[config.mk]
export PLATFORM = sky130hd
export DESIGN_NAME = phy_rx_lane_merge
export DESIGN_NICKNAME = d
export VERILOG_FILES = /design/src/rtl/phy_rx_lane_merge.sv
export SDC_FILE = /design/constraint.sdc
export NUM_CORES = 1
export LEC_CHECK = 0
export BUFFER_PORTS_ARGS = -buffer_cell sky130_fd_sc_hd__buf_2
export CAP_MARGIN = 10
export CORE_MARGIN = 5
export CORE_UTILIZATION = 45
export CTS_CLUSTER_DIAMETER = 80
export DETAILED_ROUTE_END_ITERATION = 6
export HOLD_SLACK_MARGIN = 0.06
export PLACE_DENSITY_LB_ADDON = 0.12
export SYNTH_ARGS = -nofsm -noshare
export SYNTH_HDL_FRONTEND = slang
export SYNTH_SLANG_ARGS = --single-unit
[constraint.sdc]
create_clock -name clk_4f -period 1.34 [get_ports clk_4f]
set_clock_uncertainty 0.1 [all_clocks]
set_input_delay 0.067 -clock clk_4f [delete_from_list [all_inputs] [get_ports clk_4f]]
set_output_delay 0.067 -clock clk_4f [all_outputs]
set_load 0.01 [all_outputs]
[src/rtl/phy_rx_lane_merge.sv]
// Two-lane RX merger: rebuilds 32-bit words from lane 0/1 byte pairs, tracks link activity.
// Latency: data_out/valid_out registered one cycle after the low-half byte sample.
// Backpressure: none; lanes are sampled every clk_4f cycle and words are never stalled.
module phy_rx_lane_merge #(
  parameter int IDLE_LIMIT = 4
) (
  input  logic        clk_4f,
  input  logic        reset,
  input  logic [7:0]  data_in_0,
  input  logic        valid_in0,
  input  logic [7:0]  data_in_1,
  input  logic        valid_in1,
  output logic [31:0] data_out,
  output logic        valid_out,
  output logic        active,
  output logic        err
);

  // One half-word as it arrives across the two lanes in a single cycle.
  typedef struct packed {
    logic [7:0] lane0_dat;
    logic [7:0] lane1_dat;
  } half_t;

  typedef enum logic {
    ST_HI = 1'b0,
    ST_LO = 1'b1
  } state_t;

  localparam logic [3:0] IDLE_LIM = 4'(IDLE_LIMIT);

  state_t     state;
  half_t      hi_half;
  half_t      cur_half;
  logic [3:0] idle_cnt;
  logic [3:0] idle_cnt_nxt;
  logic       both_vld;
  logic       idle_cyc;
  logic       lane_mis;
  logic       idle_tick;

  // Classify the current cycle and compute the next idle count.
  always_comb begin
    cur_half.lane0_dat = data_in_0;
    cur_half.lane1_dat = data_in_1;
    both_vld     = valid_in0 & valid_in1;
    idle_cyc     = ~valid_in0 & ~valid_in1;
    lane_mis     = valid_in0 ^ valid_in1;
    // Count only while the link is up; once active drops the count freezes.
    idle_tick    = idle_cyc & active & (idle_cnt != 4'hF);
    idle_cnt_nxt = idle_cnt + 4'd1;
  end

  // Idle counter: cleared by any fully valid cycle, saturating, frozen after timeout.
  always_ff @(posedge clk_4f) begin
    if (reset) begin
      idle_cnt <= 4'd0;
    end else if (both_vld) begin
      idle_cnt <= 4'd0;
    end else if (idle_tick) begin
      idle_cnt <= idle_cnt_nxt;
    end
  end

  // Word assembly FSM with registered outputs; a mismatch or idle always restarts at HI.
  always_ff @(posedge clk_4f) begin
    if (reset) begin
      state     <= ST_HI;
      hi_half   <= '0;
      data_out  <= 32'd0;
      valid_out <= 1'b0;
      active    <= 1'b0;
      err       <= 1'b0;
    end else begin
      valid_out <= 1'b0;
      err       <= 1'b0;
      if (lane_mis) begin
        // Lanes disagree: flag it and drop whatever half was held.
        err     <= 1'b1;
        hi_half <= '0;
        state   <= ST_HI;
      end else if (both_vld) begin
        unique case (state)
          ST_HI: begin
            hi_half <= cur_half;
            state   <= ST_LO;
          end
          ST_LO: begin
            data_out  <= {hi_half, cur_half};
            valid_out <= 1'b1;
            active    <= 1'b1;
            state     <= ST_HI;
          end
          default: state <= ST_HI;
        endcase
      end else begin
        // Idle cycle: a held high half cannot be completed any more.
        hi_half <= '0;
        state   <= ST_HI;
        if (idle_tick && (idle_cnt_nxt == IDLE_LIM)) begin
          active <= 1'b0;
        end
      end
    end
  end

endmodule

Word level (Yosys, flattened, before mapping):

Cells that the tools add are included.

* flip-flop bits (word level): 56
* logic and storage cells: 34

* $add $sub $neg: 1
* equality and inequality tests: 3
* muxes and demuxes: 6
* bitwise logic cells: 10
* reductions and logical operators: 6

Operators by type and width (number)
* AND reduction 3 bit: 2
* two-way mux 1 bit: 5
* inverter 1 bit: 5
* adder 4 x 1 -> 4 bit (second input constant): 1
* AND 1 bit: 4
* == test 4 x 3 -> 1 bit (second input constant): 1
* inequality test 4 bit (second input constant): 1
* OR reduction 3 bit: 1
* inequality test 2 bit (second input constant): 1
* case mux 1 bit (2 select lines): 1
* nonzero test 2 bit: 1
* OR reduction 2 bit: 1
* logical AND 1 bit: 1
* bitwise XOR 1 bit: 1

Logic depth before layout (Yosys ltp):

* depth in word-level cells: 7
* depth in mapped cells: 7

Least setup slack after synthesis:

No wires, ideal clock.

* kind: input -> register
* from: in valid_in0
* to: reg hi_half[10] (netlist bit)
* data arrival time: 1217 ps
* required time: 1181 ps
* slack: -35 ps
* stages: 5
* buffers on the path: 1
* cells stage by stage: inv_1 ha_1 nor4b_4 buf_2 a22o_1

RTL lines
* start: declaration: line 10 `input logic valid_in0,`
* bitwise XOR 1 bit: line 48 `lane_mis = valid_in0 ^ valid_in1;`
* via lane_mis: line 39 `logic lane_mis;`
* OR reduction 3 bit (no source line)
* end signal: assignment: line 85 `hi_half <= cur_half;`
* end: declaration: line 33 `half_t hi_half;`

The timed path passes the listed nets, and every way through them passes these cells.
A chain may end at the register's enable or synchronous reset.

Worst setup path after layout:

* from: reg idle_cnt[0]
* to: reg idle_cnt[0]

* cells in the longest elaborated chain, start to end: 2

Ends and longest elaborated chain
* start: declaration: line 35 `logic [3:0] idle_cnt;`
* start signal: assignment: line 61 `idle_cnt <= idle_cnt_nxt;`
* branches (longest 2 deep; another with adder 4 x 1 -> 4 bit)

Parallel ways; which one is timed is not known.

==> impl_metrics.toml <==
[timing]
maxSlewViolCount = 0
fin_ws_ns = 0.0423
post-route-period-util_pct = 96.8
rsz0062_at_grt = "yes"
worst_slew_pin_slew_ns = 0.259
fin_crit_ns = 1.30
fmax_mhz = 771
hold_violations = 0
setup_violations = 0
maxSlewHeadroom_pct = 82.7

[critical_path]
crit_start = "idle_cnt[0]"
cp-start-kind = "flop"
endpoint_kind = "flop"
r2r-end = "idle_cnt[0]"
arrival_ns = 1.43
rr_worst_depth = 4
crit_type = "reg -> reg"
crit_path_max_fanout = 3
r2r-start = "idle_cnt[0]"
endpoint = "idle_cnt[0]"
cp_data_required_time_ns = 1.47
rrSetupSlack_ns = 0.04

[route]
drt_wl_total_um = 4090
drc = 0
via_per_inst = 5.19
wl_per_cell_um = 14.7
drt_iter0_drc = 66
ant_nets = 0
dr.pass1.iters = 4
via_count = 1448

[placement]
gp_congestion = 0.697
port-buffer-count = 54
dp_slack_ns = -0.195
dpl.hpwl_um = 2860

[floorplan]
top_level_ports = 55
die_h_um = 74.2
fp-row-count = 23
die_x_um = 74.2
core_area_um2 = 4000
initial_utilization_pct = 46.4
dieArea_um2 = 5500

[flow_run]
max-cap-violations = 0

[global_route]
grtUsageTotal_pct = 15.7
antenna_found_initial = 0
grt_pass1_vias = 1436
overflow = 0
grt_max_degree = 33
grt_pass1_wl_um = 6570

[yosys]
synthMuxAreaShare_pct = 0
synth_compound_area_share_pct = 26.2
synth_cell_types = 23
syn_avg_cell_area_um2 = 12.4
netlist_area_um2 = 1850
synth-seq-area-share_pct = 60.5
synth_common_cells = "dfxtp_1, a22o_1, buf_2, buf_4"
synth_most_common_cell = "dfxtp_1"
synth_top_family_by_area = "compound AO/OA/AOI/OAI gates"
synth_top_area_share_pct = 60.5
synth_edf_count = 0
synthTopCellsByArea = "dfxtp_1, a22o_1, ha_1"
synthAdderAreaFrac_pct = 2.70
synth_cells = 149
synth-simple-area-share_pct = 5.53
synth_xor_area_share_pct = 0.945
syn-num-nets = 173
ys_ff_latch = 56
yosysWarningCount = 0
yosys.area.top_type = "dfxtp_1"
async_flop_share_pct = 0
ys.flop_type = "dfxtp_1"

[layout]
fin_nets = 252
syn2layout_area_growth_pct = 36.2
diodes = 0
drive_gt1_share_pct = 34.9

[clock_tree]
cts_setup_buffers = 0
numCtsBuffers = 5
h-tree-depth = 2
clk_latency_ns = 0.29
clock-sinks = 56
root_buffer = "clkbuf_8"
cts_tree = "yes"
clkTransAtPathRegs_ns = 0.09
clk_path_buf_depth = 2

[pwr]
power_mw = 2.76
power_density_nw_per_um2 = 1090
power_leakage_nw = 1.17
peakVddDrop_mv = 0.760

[status]
status = "completed"

[min_path]
hold_class = "in -> reg"
## cell type report
type	count	area (um^2)
sequential	56	1120
clock buffer	8	90.1
tap	50	62.6
inverter	4	15.0
multi-input combinational	79	688
fill	340	1480
timing repair buffer	82	548
## cells by family (layout without fill, tap and decap cells)
kind of cell / Yosys count / after routing
compound gates: 58 / 58
xor+xnor: 2 / 2
fa+ha+maj: 4 / 4
buf+inv: 14 / 94
flops: 56 / 56
simple gates: 15 / 15
## worst min-delay path by stage
stage	endpoint	start	cells after the start	slack (ns)
floorplan	err	reset	1	0.03
global placement	hi_half[11]	data_in_0[3]	2	0.19
detailed placement	hi_half[13]	data_in_0[5]	2	0.20
CTS	active	reset	4	0.08
global route	active	reset	4	0.12
finish	active	reset	4	0.09
## registers in the layout, indices dropped and copies added (netlist names)
signal / cells
active: 1
data_out: 32
err: 1
hi_half: 16
idle_cnt: 4
state: 1
valid_out: 1
## stage by stage
stage	hold slack, ns	setup TNS, ns	instances	instance area, um^2	utilization, %
finish	0.0869	0	279	2520	63.1
CTS	0.0836	0	279	2510	62.7
global placement	0.192	-6.33	254	2250	56.2
floorplan	0.0337	0	149	1850	-
detailed placement	0.199	-7.63	254	2250	56.2
global route	0.119	-0.132	279	2520	63.1
## report_power, final
part           internal [mW]  switching (mW)
clock                  0.422           0.474
combinational         0.0955          0.0788
sequential              1.68         0.00765
## layout by cell type (no fill, tap or decap)
cell           netlist  layout
a31oi_2              1       1
xor2_1               2       1
inv_2                1       1
inv_1                3       3
a22o_1              48      48
or2_2                1       1
a21oi_2              1       1
or3_1                1       1
a21oi_1              4       4
and3_4               0       2
buf_2                5      54
buf_12               0       2
o21ai_0              3       3
nand3_1              3       3
nor4bb_4             0       1
dlygate4sd3_1        0      17
dfxtp_1             56      56
clkbuf_1             0       2
a311oi_1             1       1
nand2_1              2       2
buf_4                5       9
nor4b_4              1       1
xor2_2               0       1
nor2_1               2       2
and2_1               1       1
nor3b_1              1       1
clkbuf_8             0       6
ha_1                 4       4
## worst max-delay path, cell delays in order, from the launching register on
cell     delay (ns)
dfxtp_1        0.32
ha_1           0.21
and3_4         0.18
or3_1          0.30
a21oi_1        0.12
## routing by layer
layer	vias up	wire length, um	track usage, %
met5	-	0	0
met4	0	77	6.84
met3	6	293	5.00
met2	41	1960	27.5
met1	684	1760	17.4
li1	717	-	-
## repair_timing
item / in CTS / in global routing
endpoints found under the setup margin: 0 / 11
hold buffers: 17 / 0
gates resized for setup: 0 / 3
endpoints found under the hold margin: 33 / 0
(Power assumes the default switching activity.)
